<file path="src/rtl/regfile_wb_buffer.sv">
// Write-back buffer in front of the register file: queues accepted writes,
// retires one per cycle as a one-hot enable, and forwards pending values to two read ports.
module regfile_wb_fwd #(
  parameter int DEPTH  = 4,
  parameter int ADDR_W = 5,
  parameter int DATA_W = 32
) (
  input  logic [DEPTH-1:0][ADDR_W-1:0] ent_addr_i,
  input  logic [DEPTH-1:0][DATA_W-1:0] ent_data_i,
  input  logic [DEPTH-1:0]             ent_vld_i,
  input  logic                         out_vld_i,
  input  logic [ADDR_W-1:0]            out_addr_i,
  input  logic [DATA_W-1:0]            out_data_i,
  input  logic [ADDR_W-1:0]            rd_addr_i,
  output logic                         hit_o,
  output logic [DATA_W-1:0]            data_o
);
  // Entries arrive ordered oldest-first, so later matches override earlier ones.
  always_comb begin
    hit_o  = 1'b0;
    data_o = '0;
    if (rd_addr_i != '0) begin
      if (out_vld_i && out_addr_i == rd_addr_i) begin
        hit_o  = 1'b1;
        data_o = out_data_i;
      end
      for (int k = 0; k < DEPTH; k++) begin
        if (ent_vld_i[k] && ent_addr_i[k] == rd_addr_i) begin
          hit_o  = 1'b1;
          data_o = ent_data_i[k];
        end
      end
    end
  end
endmodule

module regfile_wb_buffer #(
  parameter int DATA_W = 32,
  parameter int ADDR_W = 5,
  parameter int DEPTH  = 4
) (
  input  logic                     clk,
  input  logic                     rst_n,
  input  logic                     wb_valid,
  output logic                     wb_ready,
  input  logic [ADDR_W-1:0]        wb_addr,
  input  logic [DATA_W-1:0]        wb_data,
  input  logic                     hold,
  output logic [(1<<ADDR_W)-1:0]   reg_en,
  output logic [DATA_W-1:0]        reg_wdata,
  input  logic [ADDR_W-1:0]        rd_addr_a,
  input  logic [ADDR_W-1:0]        rd_addr_b,
  output logic                     rd_hit_a,
  output logic                     rd_hit_b,
  output logic [DATA_W-1:0]        rd_data_a,
  output logic [DATA_W-1:0]        rd_data_b,
  output logic [$clog2(DEPTH):0]   count,
  output logic                     full,
  output logic                     empty
);
  localparam int PTR_W = $clog2(DEPTH);
  localparam int CNT_W = PTR_W + 1;
  localparam int NREG  = 1 << ADDR_W;
  localparam int NRD   = 2;

  logic [DEPTH-1:0][ADDR_W-1:0] addr_q;
  logic [DEPTH-1:0][DATA_W-1:0] data_q;
  logic [PTR_W-1:0]             wr_ptr_q, rd_ptr_q;
  logic [CNT_W-1:0]             count_q, count_d;
  logic [NREG-1:0]              reg_en_q, reg_en_d;
  logic [DATA_W-1:0]            reg_wdata_q;
  logic                         out_vld_q;
  logic [ADDR_W-1:0]            out_addr_q;
  logic                         push, pop;

  assign full     = (count_q == CNT_W'(DEPTH));
  assign empty    = (count_q == '0);
  assign wb_ready = !full;
  assign count    = count_q;
  assign reg_en   = reg_en_q;
  assign reg_wdata = reg_wdata_q;

  // r0 writes complete the handshake but never occupy a slot.
  assign push = wb_valid && !full && (wb_addr != '0);
  assign pop  = !empty && !hold;

  always_comb begin
    count_d = count_q;
    if (push && !pop)      count_d = count_q + 1'b1;
    else if (!push && pop) count_d = count_q - 1'b1;
    reg_en_d = '0;
    if (pop) reg_en_d = NREG'(1) << addr_q[rd_ptr_q];
  end

  always_ff @(posedge clk or negedge rst_n) begin
    if (!rst_n) begin
      addr_q      <= '0;
      data_q      <= '0;
      wr_ptr_q    <= '0;
      rd_ptr_q    <= '0;
      count_q     <= '0;
      reg_en_q    <= '0;
      reg_wdata_q <= '0;
      out_vld_q   <= 1'b0;
      out_addr_q  <= '0;
    end else begin
      if (push) begin
        addr_q[wr_ptr_q] <= wb_addr;
        data_q[wr_ptr_q] <= wb_data;
        wr_ptr_q         <= wr_ptr_q + 1'b1;
      end
      if (pop) begin
        rd_ptr_q    <= rd_ptr_q + 1'b1;
        reg_wdata_q <= data_q[rd_ptr_q];
        out_addr_q  <= addr_q[rd_ptr_q];
      end
      out_vld_q <= pop;
      reg_en_q  <= reg_en_d;
      count_q   <= count_d;
    end
  end

  // Queue contents rotated into age order (index 0 = head) for the forwarders.
  logic [DEPTH-1:0][ADDR_W-1:0] ord_addr;
  logic [DEPTH-1:0][DATA_W-1:0] ord_data;
  logic [DEPTH-1:0]             ord_vld;

  always_comb begin
    for (int k = 0; k < DEPTH; k++) begin
      logic [PTR_W-1:0] idx;
      idx         = rd_ptr_q + PTR_W'(k);
      ord_addr[k] = addr_q[idx];
      ord_data[k] = data_q[idx];
      ord_vld[k]  = (CNT_W'(k) < count_q);
    end
  end

  logic [NRD-1:0][ADDR_W-1:0] rd_addr;
  logic [NRD-1:0]             rd_hit;
  logic [NRD-1:0][DATA_W-1:0] rd_data;

  assign rd_addr   = {rd_addr_b, rd_addr_a};
  assign rd_hit_a  = rd_hit[0];
  assign rd_hit_b  = rd_hit[1];
  assign rd_data_a = rd_data[0];
  assign rd_data_b = rd_data[1];

  for (genvar p = 0; p < NRD; p++) begin : g_fwd
    regfile_wb_fwd #(.DEPTH(DEPTH), .ADDR_W(ADDR_W), .DATA_W(DATA_W)) u_fwd (
      .ent_addr_i (ord_addr),
      .ent_data_i (ord_data),
      .ent_vld_i  (ord_vld),
      .out_vld_i  (out_vld_q),
      .out_addr_i (out_addr_q),
      .out_data_i (reg_wdata_q),
      .rd_addr_i  (rd_addr[p]),
      .hit_o      (rd_hit[p]),
      .data_o     (rd_data[p])
    );
  end
endmodule

</file>
<file path="config.mk">
export PLATFORM = sky130hd
export DESIGN_NAME = regfile_wb_buffer
export DESIGN_NICKNAME = d
export VERILOG_FILES = /design/src/rtl/regfile_wb_buffer.sv
export SDC_FILE = /design/constraint.sdc
export NUM_CORES = 1
export LEC_CHECK = 0
export ABC_AREA = 0
export BUFFER_PORTS_ARGS = -buffer_cell sky130_fd_sc_hd__buf_2
export CAP_MARGIN = 20
export CORE_AREA = 2 2 158 160
export DETAILED_ROUTE_END_ITERATION = 7
export DIE_AREA = 0 0 160 162
export PLACE_DENSITY = 0.94
export SYNTH_ARGS = -nofsm -noshare
export SYNTH_HDL_FRONTEND = slang
export SYNTH_SLANG_ARGS = --single-unit
export TNS_END_PERCENT = 100
</file>
<file path="constraint.sdc">
create_clock -name clk -period 9.6 [get_ports clk]
set_clock_uncertainty 0.1 [all_clocks]
set_input_delay 1.92 -clock clk [delete_from_list [all_inputs] [get_ports clk]]
set_output_delay 1.92 -clock clk [all_outputs]
set_load 0.02 [all_outputs]
</file>
# Yosys cells after proc, flatten, opt, wreduce, memory -nomap -nowiden
# Index checks and enable logic that the tools add are counted.
# classes
add_sub_neg	6
multipliers	0
div	0
order_cmp	10
eq_ne	11
shift	1
n_mux	49
n_bitwise	0
reduce_logical	26
# ops
operator	n
2-to-1 mux 32 bit	18
binary-select mux 32 bit (select 2 bit)	4
bitwise mux 128 bit	1
demux 32 bit (select 2 bit)	1
equality test 5 bit	10
binary-select mux 5 bit (select 2 bit)	4
<< shifter 1 x 5 -> 32 bit (first input constant)	1
2-to-1 mux 5 bit	5
bitwise mux 20 bit	1
logical AND 1 bit	16
< comparator 2 x 3 -> 1 bit (second input constant)	5
nonzero test 5 bit	3
2-to-1 mux 1 bit	12
demux 5 bit (select 2 bit)	1
< comparator 1 x 3 -> 1 bit (first input constant)	2
< comparator 2 x 3 -> 1 bit (first input constant)	2
2-to-1 mux 3 bit	2
logical NOT 1 bit	5
adder 2 x 1 -> 2 bit (second input constant)	2
adder 2 bit (second input constant)	2
adder 3 x 1 -> 3 bit (second input constant)	1
equality test 3 bit (second input constant)	1
logical NOT 3 bit	1
subtractor 3 x 1 -> 3 bit (second input constant)	1
2 further kinds	2
# totals
register_bits	225
latchBits	0
ram_bits	0
mem_bits_ro	0
wordCells	118
n_memories	0

# Depth between registers and ports, before layout
# Gate-level depths: netlist (run 1).
# logic_depth
depth_word	9
mapped_depth	11
ltp_nobuf	8

# By module
# From an unflattened synthesis (run 1), not the netlist that was laid out.
# unflattened
hier_cells	1339
hier_area_um2	16724.8
# modules_own_cells
module	n_inst	cells_per_inst	area_each_um2
regfile_wb_buffer	1	707	12017.8
regfile_wb_fwd	2	316	2353.5

# Least setup slack after synthesis (run 1)
# OpenSTA, ideal clock, no wires.
# synth_path
path_type	input port to output port
startpoint	input rd_addr_b[2]
endpoint	output rd_data_b[0]
t_arrival_ns	3.881
required_ns	7.580
slack_ns	3.699
cell_stages	8
path_cell_list	clkbuf_1 xor2_1 nor4_1 nand3_1 a21oi_1 clkbuf_1 a221oi_1 o31ai_1
# synth_via
elab_chain_len	8
elab_cells_between_ends	17
cone_classes	5 x eq/ne; 6 x mux; 6 x reduce/logical
# synth_rtl
item	line	text
start, declared	52	input logic [ADDR_W-1:0] rd_addr_b,
equality test 5 bit	23	if (out_vld_i && out_addr_i == rd_addr_i) begin
logical AND 1 bit	23	
2-to-1 mux 32 bit	23	
2-to-1 mux 32 bit (4 in series)	28	if (ent_vld_i[k] && ent_addr_i[k] == rd_addr_i) begin
2-to-1 mux 32 bit *	22	if (rd_addr_i != '0) begin
end, declared	56	output logic [DATA_W-1:0] rd_data_b,
# Every way passes the cells marked *; elsewhere a longest branch is shown, timed or not.

# Worst setup path in the final report (run 1)
# layout_path
startpoint	register rd_ptr_q[0]
endpoint	output rd_data_b[21]
# layout_via
elab_chain_len	9
elab_cells_between_ends	32
cone_classes	3 x add/sub; 4 x eq/ne; 21 x mux; 4 x reduce/logical
# layout_rtl
item	line	text
start, declared	68	logic [PTR_W-1:0] wr_ptr_q, rd_ptr_q;
start signal, assigned	113	rd_ptr_q <= rd_ptr_q + 1'b1;
adder 2 x 1 -> 2 bit / binary-select mux 5 bit (select 2 bit) (equally long branches)	131, 132	
binary-select mux 5 bit (select 2 bit) / 2-to-1 mux 5 bit (equally long branches)	132	ord_addr[k] = addr_q[idx];
2-to-1 mux 5 bit (not written as such) / equality test 5 bit (equally long branches)	132, 28	
equality test 5 bit / logical AND 1 bit (equally long branches)	28	
logical AND 1 bit / 2-to-1 mux 32 bit (equally long branches)	28	
2-to-1 mux 32 bit (2 in series)	28	
2-to-1 mux 32 bit *	28	
2-to-1 mux 32 bit *	22	
# Every way passes the cells marked *; elsewhere a longest branch is shown, timed or not. The select of a mux whose other input is x is not followed.

==> flow_metrics.py, run 1 <==
metrics = {
    "outcome": {
        "status": "complete, no violations",
    },
    "clock_network": {
        "hold_buffers": 0,
        "cts_sinks": 225,
        "cts_setup_buffers": 0,
        "clockBufferDepth": 3,
        "h-tree-depth": 1,
        "root_buffer": "clkbuf_16",
        "cts_resized": 0,
        "cts_buffers": 25,
        "insertion_delay_ps": 550,
        "cts.clk_slew.worst_paths_ps": 60,
        "cts_tree": "done",
    },
    "grt": {
        "grt_overflow": 0,
        "grt_pass1_wl_mm": 72.2,
        "grt_pass1_vias": 13100,
        "grt_util_all_layers_pct": 35.3,
        "grt_max_degree": 80,
        "antenna_found_initial": 5,
    },
    "die": {
        "die_w_um": 160,
        "num_rows": 57,
        "die_h_um": 162,
        "die_area_mm2": 0.0259,
        "core-area_mm2": 0.0241,
        "initial_core_util_pct": 63.7,
        "ioPinCount": 187,
    },
    "drt": {
        "wl_per_cell_um": 28.4,
        "drt-initial-drc-count": 2031,
        "avgViaCountPerCell": 7.85,
        "via_count": 13100,
        "drt-total-wl_mm": 47.5,
        "drc_errors": 0,
        "antenna_left": 0,
        "drtPass1Iterations": 6,
    },
    "worst_setup_path": {
        "cp-end-kind": "primary output",
        "setup.worst_path.start_class": "register",
        "setup.worst_path.start": "rd_ptr_q[0]",
        "arrival_ps": 4880,
        "cp_top_family": "simple AND/OR/NAND/NOR gates",
        "cp.required_ps": 7580,
        "r2r_start": "rd_ptr_q[1]",
        "crit_fanout": 28,
        "path_buf_inv": 2,
        "cp_cell_sequence": "mux4_1 -> xor2_1 -> nor4_1 -> and2_1 -> buf_4 -> a221oi_1 -> o31ai_1 -> buf_2",
        "path_class": "register to primary output",
        "max_stage_delay_ps": 820,
        "crit_slowest_cell": "mux4_1",
    },
    "yosys": {
        "synth-edff-count": 0,
        "synth-main-ff-cell": "dfrtp_1",
        "ys.warnings.count": 0,
        "ys_seq_area_share_pct": 36.7,
        "synth-seq-cells": 225,
        "ys_types": 49,
        "synth_cells": 1216,
        "synth_area_mm2": 0.0153,
        "synthArstFlopShare_pct": 100,
        "syn-num-nets": 1276,
        "avgSynthCellArea_um2": 12.6,
    },
    "power": {
        "powerDensity_mw_per_mm2": 432,
        "clockPowerShare_pct": 13.7,
        "power.internal_mw": 4.06,
        "combPwrFrac_pct": 59.7,
        "power_frac_seq_pct": 26.6,
        "irDropWorstVdd_uv": 238,
        "leakagePower_nw": 7.21,
        "switching_share_pct": 46.1,
        "p_switching_mw": 3.47,
    },
    "flow_run": {
        "cap_violations": 0,
    },
    "sta": {
        "worst_pin_slew_ps": 1250,
        "finalCriticalPeriod_ps": 6900,
        "slew-limit-headroom_pct": 16.2,
        "finalSetupTns_ps": 0,
        "finalSetupViolations": 0,
        "rsz0062_at_grt": "no",
        "finalMaxSlewViolations": 0,
        "clock.fmax_mhz": 145,
        "fin_crit_sh_pct": 71.9,
        "hold_viol_final": 0,
    },
    "placement": {
        "post_dp_cell_area_mm2": 0.0163,
        "portBuffers": 186,
        "dp_hpwl_mm": 27.4,
        "place.gp.congestion": 0.961,
    },
    "min_path": {
        "worstHoldPathType": "register to register",
        "min_from": "reg_wdata[27]",
    },
    "cells_and_area": {
        "finalInstanceArea_mm2": 0.0174,
        "drive_gt1_share_pct": 47.2,
        "synthToLayoutAreaGrowth_pct": 13.6,
        "finalNetCount": 1385,
    },
}
power by group through the flow:
| stage | sequential [mW] | combinational [mW] | clock (mW) |
|---|---|---|---|
| after floorplan | 1.83 | 3.31 | 0 |
| after global placement | 1.87 | 4.12 | 0 |
| after detailed placement | 1.95 | 4.28 | 0 |
| after CTS | 1.96 | 4.33 | 1.03 |
| final | 2.01 | 4.49 | 1.03 |
| after global routing | 2.06 | 4.71 | 1.08 |
state kept, by name (all words and copies together) (netlist names):
register and flops:
out_addr_q 5, reg_en 32, data_q 128, out_vld_q 1, count 3, wr_ptr_q 2
reg_wdata 32, rd_ptr_q 2, addr_q 20
logic make-up after synthesis:
logic type	count (synthesis)	synth area share, %
AND/OR/NAND/NOR	274	8.85
adder cells (fa/ha/maj)	9	0.734
flip-flops	225	36.7
multiplexers	303	33.2
AO/OA/AOI/OAI	210	13.3
buffers and inverters	139	4.09
XOR/XNOR	56	3.20
layout make-up:
cell class | instances | area, um^2
multi-input cells | 852 | 9170
clock buffers | 33 | 696
well taps | 324 | 405
flip-flops and latches | 225 | 5640
clock inverters | 13 | 180
repair buffers | 215 | 1310
inverters | 6 | 22.5
fillers | 1539 | 6680
diodes | 5 | 12.5
Yosys cell counts, types with 2 or more instances:
| cell type | instances | area [um^2] |
|---|---|---|
| or4_1 | 2 | 15.0 |
| or3_1 | 3 | 18.8 |
| a32oi_1 | 64 | 561 |
| nand4_1 | 4 | 25.0 |
| ha_1 | 9 | 113 |
| mux4_2 | 144 | 3240 |
| o21ai_0 | 8 | 40.0 |
| xnor2_1 | 29 | 254 |
| o31ai_1 | 35 | 263 |
| mux2_2 | 151 | 1700 |
| buf_2 | 25 | 125 |
| nor3_1 | 41 | 205 |
| o31ai_2 | 29 | 363 |
| clkbuf_1 | 78 | 293 |
| nor4_1 | 4 | 25.0 |
| a221oi_1 | 35 | 307 |
| a21oi_1 | 3 | 15.0 |
| xor2_1 | 27 | 236 |
| and2_1 | 3 | 18.8 |
| inv_1 | 5 | 18.8 |
| nor2b_1 | 2 | 12.5 |
| mux4_1 | 4 | 105 |
| nand3_1 | 8 | 40.0 |
| a21o_1 | 2 | 15.0 |
| buf_6 | 4 | 45.0 |
| buf_4 | 9 | 67.6 |
| nand2_1 | 126 | 473 |
| or2_2 | 3 | 18.8 |
| mux2i_1 | 4 | 40.0 |
| a221oi_2 | 29 | 435 |
| nor3_2 | 2 | 20.0 |
| nor2_1 | 38 | 143 |
| buf_1 | 16 | 60.1 |
| nor4b_1 | 31 | 272 |
| dfrtp_1 | 225 | 5630 |
cell usage in the layout (no fill, tap or decap), types with 28 or more instances in the layout:
cell	synthesis	routed
nor2_1	38	38
a221oi_1	35	35
o31ai_2	29	29
mux2_2	151	151
o31ai_1	35	35
a32oi_1	64	64
nand2_1	126	122
buf_2	25	185
nor3_1	41	39
dfrtp_1	225	223
mux4_2	144	144
nor4b_1	31	31
a221oi_2	29	29
xnor2_1	29	28
final timing paths:
kind	end	slack, ps	cells past startpoint
max in group asynchronous	rd_ptr_q[0]	7010	3
min in group asynchronous	data_q[109]	1200	1
max reg2reg	reg_wdata[26]	6340	6
min reg2reg	reg_wdata[27]	450	2
max	rd_data_b[21]	2700	8
min	reg_wdata[27]	450	2
per-stage QoR:
| stage | instances | power [mW] | util (%) | hold WS [ps] | worst slack, ps |
|---|---|---|---|---|---|
| floorplan | 1216 | 5.14 | - | 406 | 3700 |
| global placement | 1613 | 5.99 | 67.7 | 426 | 2940 |
| detailed placement | 1613 | 6.23 | 67.7 | 435 | 2900 |
| CTS | 1659 | 7.31 | 71.3 | 451 | 2860 |
| global route | 1671 | 7.85 | 72.3 | 490 | 2610 |
| finish | 1673 | 7.53 | 72.3 | 454 | 2700 |
routing by layer:
layer	vias up	global-route usage (%)	wire (um)
met1	6438	44.9	15700
met5	-	0	20
met4	2	19.8	3070
met2	1220	56.5	22200
met3	357	8.53	6460
li1	5118	-	-
tightest hold or removal path, cell delays in order (launching register included):
cell and delay [ps]:
dfrtp_1 400, nand2_1 60, nand2_1 60
Note: power is estimated with default switching activity, not from simulation.
==> run 2: changes to the inputs <==
- ABC_AREA: 0 -> 1
- CORE_AREA: 2 2 158 160 -> 2 2 167 169
- DIE_AREA: 0 0 160 162 -> 0 0 169 171
- PLACE_DENSITY: 0.94 -> 0.89
- clock period: 9.6 -> 7.1 ns (I/O delays scaled with it)
==> run 2 against run 1 <==
Compared with the run above:
- combinational power is 43% higher
- critical path depth is 2 higher
- total power is 33% higher
- final area is 2.1% higher
- clock power is 30% higher
- hold slack got worse by 65 ps
- non-clock buffer count is 6 higher
- sequential share of layout area decreased by 0.67 points
==> flow_metrics.py, run 2 <==
metrics = {
    "placement": {
        "dp_hpwl_mm": 41.8,
        "portBuffers": 186,
        "place.gp.congestion": 1.09,
    },
    "drt": {
        "avgViaCountPerCell": 5.92,
        "drtPass1Iterations": 6,
        "antenna_left": 0,
        "drc_errors": 0,
        "via_count": 18000,
        "drt-total-wl_mm": 59.1,
        "wl_per_cell_um": 19.5,
        "drt-initial-drc-count": 2977,
    },
    "cells_and_area": {
        "antennaDiodeCount": 0,
        "synthToLayoutAreaGrowth_pct": 10.4,
        "finalNetCount": 2735,
        "max_flop_register": "data_q",
        "fillCellCount": 2450,
        "mostFrequentLayoutCell": "nand2_1",
        "final_cell_mix": "nand2_1, o21ai_0, nor2_1",
        "drive_gt1_share_pct": 11.0,
        "largest_reg_flops": 128,
    },
    "worst_setup_path": {
        "setup.worst_path.start_class": "register",
        "cp_cell_sequence": "xnor2_4 -> o21ai_1 -> xor2_1 -> nor2_1 -> nand2_1 -> nor2_4 -> buf_4 -> nor2_1 -> a21oi_1 -> buf_2",
        "cp.depth": 10,
        "path_buf_inv": 2,
        "r2r-end": "data_q[112]",
        "rrSetupSlack_ps": 4170,
        "path_class": "register to primary output",
        "arrival_ps": 4590,
        "crit_slowest_cell": "xnor2_4",
        "max_stage_delay_ps": 860,
        "cp_top_family": "XOR/XNOR gates",
        "cp-end-kind": "primary output",
        "cpMostUsedCell": "nor2_1",
        "cp.required_ps": 5580,
        "r2r_start": "count[0]",
        "endpoint": "rd_data_b[20]",
        "rr_worst_depth": 10,
        "setup.worst_path.start": "rd_ptr_q[1]",
        "crit_fanout": 73,
    },
    "sta": {
        "finalSetupViolations": 0,
        "worst_pin_slew_ps": 1020,
        "finalCriticalPeriod_ps": 6110,
        "fin_crit_sh_pct": 86.0,
        "worst_hold_slack_ps": 390,
        "clock.fmax_mhz": 164,
        "slew-limit-headroom_pct": 31.9,
        "hold_viol_final": 0,
        "finalSetupTns_ps": 0,
        "finalMaxSlewViolations": 0,
        "rsz0062_at_grt": "no",
    },
    "yosys": {
        "synth-seq-cells": 225,
        "synthArstFlopShare_pct": 100,
        "yosys-top-cells-area": "dfrtp_1, nand2_1, o21ai_0",
        "ys_seq_area_share_pct": 34.9,
        "synthTopCellsByCount": "nand2_1, o21ai_0, nor2_1",
        "avgSynthCellArea_um2": 6.17,
        "post-synth-top-count-cell": "nand2_1",
        "yosys.area.top_type_share_pct": 34.9,
        "synth_cells": 2614,
        "synth_top_cell_by_area": "dfrtp_1",
        "ys_types": 36,
        "synth-main-ff-cell": "dfrtp_1",
        "synth-edff-count": 0,
        "syn-num-nets": 2674,
        "ys.warnings.count": 0,
        "synth_area_mm2": 0.0161,
    },
    "clock_network": {
        "clockBufferDepth": 3,
        "h-tree-depth": 1,
        "root_buffer": "clkbuf_16",
        "cts_buffers": 24,
        "cts_setup_buffers": 0,
        "cts_tree": "done",
        "cts_sinks": 225,
        "cts.clk_slew.worst_paths_ps": 70,
        "cts_resized": 0,
        "hold_buffers": 0,
        "insertion_delay_ps": 560,
    },
    "grt": {
        "grt_pass1_vias": 15600,
        "grt_pass1_wl_mm": 89.6,
        "grt_overflow": 0,
        "grt_max_degree": 144,
        "antenna_found_initial": 0,
        "grt_util_all_layers_pct": 40.1,
    },
    "flow_run": {
        "cap_violations": 0,
    },
    "die": {
        "core-area_mm2": 0.0273,
        "ioPinCount": 187,
        "num_rows": 61,
        "die_h_um": 171,
        "die_w_um": 169,
        "initial_core_util_pct": 59.0,
        "die_area_mm2": 0.0289,
    },
    "min_path": {
        "min_from": "data_q[71]",
        "worstHoldPathType": "register to register",
    },
    "outcome": {
        "status": "complete, no violations",
    },
    "power": {
        "irDropWorstVdd_uv": 474,
        "powerDensity_mw_per_mm2": 563,
        "leakagePower_nw": 9.11,
    },
}
[run 2: cell count changes after synthesis, sizes merged, moves of 68 or more]
cell   previous run  this run
mux4            148         0
inv               5       218
mux2            151         0
a21oi             3        71
o21ai             9       474
nand2           126       805
nand3             8       220
nor2             38       328
[run 2: layout make-up]
class                      count  area [um^2]  share of cell area (%)
sequential                   225         5640                    31.7
clock inverter                12          156                   0.879
multi-input combinational   1985         8840                    49.7
inverter                     218          818                    4.60
tap                          346          433                    2.43
clock buffer                  32          691                    3.88
timing repair buffer         221         1220                    6.87
[run 2: layer usage]
layer / global-route usage, % / up-vias / part of all wire (%)
met5: 1.91 / - / 0.13
met4: 9.81 / 2 / 2.6
met3: 11.8 / 107 / 14
met2: 54.5 / 1250 / 39
met1: 61.8 / 8201 / 44
li1: - / 8429 / -
[run 2: cells by family after synthesis]
logic type	share of synthesized area, %
adder cells (fa/ha/maj)	0.698
flip-flops	34.9
XOR/XNOR	1.20
buffers and inverters	10.5
AND/OR/NAND/NOR	35.4
AO/OA/AOI/OAI	17.3
[run 2: how the worst min path moves through the flow]
stage                     cells past startpoint  slack (ps)          to
final                                         2         390  data_q[71]
after global placement                        2         370  data_q[66]
after global routing                          2         410   data_q[7]
after detailed placement                      2         370  data_q[16]
after floorplan                               2         350   data_q[0]
after CTS                                     2         390   data_q[7]
[run 2: metrics by stage]
stage | setup slack (ps) | instances | area [um^2] | util [%] | power [mW]
after floorplan | 2610 | 2614 | 16100 | - | 6.29
after global placement | 1650 | 2994 | 16900 | 61.9 | 8.21
after detailed placement | 1670 | 2994 | 16900 | 61.9 | 8.32
after CTS | 1180 | 3038 | 17800 | 65.0 | 9.69
after global routing | 726 | 3039 | 17800 | 65.1 | 10.7
final | 995 | 3039 | 17800 | 65.1 | 10.0
[run 2: tightest hold or removal path: cells and delay by family (launching register included)]
kind             cells  cell delay [ps]
flip-flops           1              340
AO/OA/AOI/OAI        1               60
AND/OR/NAND/NOR      1               50
[run 2: power by group]
part | leakage (nW) | switching [mW] | internal, mW | total, mW
clock | 0.408 | 0.567 | 0.768 | 1.34
combinational | 5.83 | 4.81 | 1.60 | 6.41
sequential | 2.88 | 0.472 | 1.80 | 2.27
total | 9.11 | 5.85 | 4.17 | 10.0
==> run 3: changes to the inputs <==
- ABC_AREA: 1 -> not set
- CORE_AREA: 2 2 167 169 -> 2 2 163 165
- DIE_AREA: 0 0 169 171 -> 0 0 165 167
==> run 3 against run 2 <==
Compared with the run above:
- global-route usage fell by 7.0 points
- total power fell by 0.52%
- count of clock-buffer cells in the layout fell by 6
- routed wire length fell by 23%
- via count fell by 29%
- hold slack improved by 64 ps
==> flow_metrics.py, run 3 (synthesized netlist as in run 1, its figures left out) <==
metrics = {
    "power": {
        "combPwrFrac_pct": 59.3,
        "irDropWorstVdd_uv": 296,
        "power.internal_mw": 5.41,
        "powerDensity_mw_per_mm2": 576,
        "p_switching_mw": 4.56,
        "clockPowerShare_pct": 13.4,
        "power_frac_seq_pct": 27.3,
        "leakagePower_nw": 7.17,
        "total_power_mw": 9.97,
        "switching_share_pct": 45.7,
    },
    "sta": {
        "rsz0062_at_grt": "no",
        "finalMaxSlewViolations": 0,
        "slew-limit-headroom_pct": 28.4,
        "fin_crit_sh_pct": 86.0,
        "worst_pin_slew_ps": 1070,
        "finalCriticalPeriod_ps": 6110,
        "hold_viol_final": 0,
        "finalSetupTns_ps": 0,
        "clock.fmax_mhz": 164,
        "finalSetupViolations": 0,
    },
    "die": {
        "die_w_um": 165,
        "die_area_mm2": 0.0276,
        "initial_core_util_pct": 59.6,
        "core-area_mm2": 0.0258,
        "die_h_um": 167,
        "num_rows": 59,
        "ioPinCount": 187,
    },
    "drt": {
        "avgViaCountPerCell": 7.58,
        "drt-total-wl_mm": 45.6,
        "drt-initial-drc-count": 1734,
        "via_count": 12700,
        "drtPass1Iterations": 6,
        "drc_errors": 0,
        "antenna_left": 0,
        "wl_per_cell_um": 27.1,
    },
    "placement": {
        "place.gp.congestion": 0.908,
        "portBuffers": 186,
        "dp_hpwl_mm": 27.9,
    },
    "clock_network": {
        "cts_resized": 0,
        "clockBufferDepth": 3,
        "insertion_delay_ps": 560,
        "hold_buffers": 0,
        "cts_tree": "done",
        "root_buffer": "clkbuf_16",
        "cts_setup_buffers": 0,
        "cts_buffers": 23,
        "h-tree-depth": 1,
        "cts_sinks": 225,
        "cts.clk_slew.worst_paths_ps": 60,
    },
    "grt": {
        "grt_max_degree": 133,
        "antenna_found_initial": 3,
        "grt_pass1_vias": 12800,
        "grt_pass1_wl_mm": 71.2,
        "grt_overflow": 0,
        "grt_util_all_layers_pct": 33.1,
    },
    "cells_and_area": {
        "finalNetCount": 1385,
        "synthToLayoutAreaGrowth_pct": 12.8,
        "mostFrequentLayoutCell": "dfrtp_1",
        "max_flop_register": "data_q",
        "fillCellCount": 1759,
        "drive_gt1_share_pct": 47.3,
        "largest_reg_flops": 128,
        "final_cell_mix": "dfrtp_1, buf_2, mux2_2",
    },
    "worst_setup_path": {
        "cp.required_ps": 5580,
        "arrival_ps": 4590,
        "path_class": "register to primary output",
        "crit_fanout": 43,
        "setup.worst_path.start_class": "register",
        "cp-end-kind": "primary output",
    },
    "min_path": {
        "worstHoldPathType": "register to register",
    },
    "flow_run": {
        "cap_violations": 0,
    },
    "outcome": {
        "status": "complete, no violations",
    },
}
[run 3: changes by cell type in the layout (fill, tap and decap cells not counted), moves of 35 or more]
cell,before,now
a21oi_1,71,1
a221oi_1,0,35
a32oi_1,0,64
inv_1,212,5
mux2_2,0,151
mux4_2,0,144
nand2_1,797,122
nand3_1,215,8
nor2_1,322,38
o21ai_0,433,8
o21ai_1,39,0
o31ai_1,0,35
[run 3: path summary, 6_finish.rpt]
kind	from	end	slack, ps	cells past startpoint
setup reg to reg	rd_ptr_q[0]	reg_wdata[7]	3760	5
hold / removal	reg_wdata[28]	reg_wdata[28]	450	2
min in group asynchronous	rst_n	reg_wdata[14]	840	1
max in group asynchronous	rst_n	addr_q[1]	4640	2
setup / recovery	rd_ptr_q[0]	rd_data_a[18]	990	8
hold reg to reg	reg_wdata[28]	reg_wdata[28]	450	2
[run 3: power groups by stage]
stage | sequential, mW | combinational (mW) | clock, mW
6_report | 2.72 | 5.91 | 1.34
3_3_place_gp | 2.59 | 5.54 | 0
3_5_place_dp | 2.70 | 5.72 | 0
5_1_grt | 2.81 | 6.23 | 1.40
2_1_floorplan | 2.48 | 4.47 | 0
4_1_cts | 2.69 | 5.77 | 1.34
[run 3: cell type report]
cell class / instances / area, um^2 / share of cell area (%)
multi-input combinational: 852 / 9170 / 52.9
sequential: 225 / 5640 / 32.6
timing repair buffer: 217 / 1240 / 7.15
clock buffer: 26 / 617 / 3.56
tap: 335 / 419 / 2.42
clock inverter: 15 / 206 / 1.19
inverter: 6 / 22.5 / 0.130
antenna: 4 / 10.0 / 0.0578
[run 3: critical path, cell delays in order (launching register included)]
cell,delay (ps)
dfrtp_4,840
mux4_1,850
xor2_1,230
nor4_2,300
and2_2,660
buf_4,450
a221oi_2,110
o31ai_2,340
buf_2,230
[run 3: through the flow]
stage	hold WS [ps]	utilization (%)	setup slack, ps	area [um^2]	cells
floorplan	406	-	2200	15300	1216
global placement	420	63.6	1590	16400	1630
detailed placement	434	63.6	1550	16400	1630
CTS	447	66.8	1060	17200	1671
global route	478	67.2	819	17300	1678
finish	454	67.2	992	17300	1680
[run 3: layer usage]
layer / vias up / routed length [um] / GRT usage (%) / share of wire, %
met2: 1051 / 21400 / 51.4 / 47
met4: 2 / 2040 / 15.7 / 4.5
met1: 6350 / 16500 / 44.7 / 36
met3: 222 / 5550 / 7.02 / 12
met5: - / 14 / 0 / 0.031
li1: 5102 / - / - / -
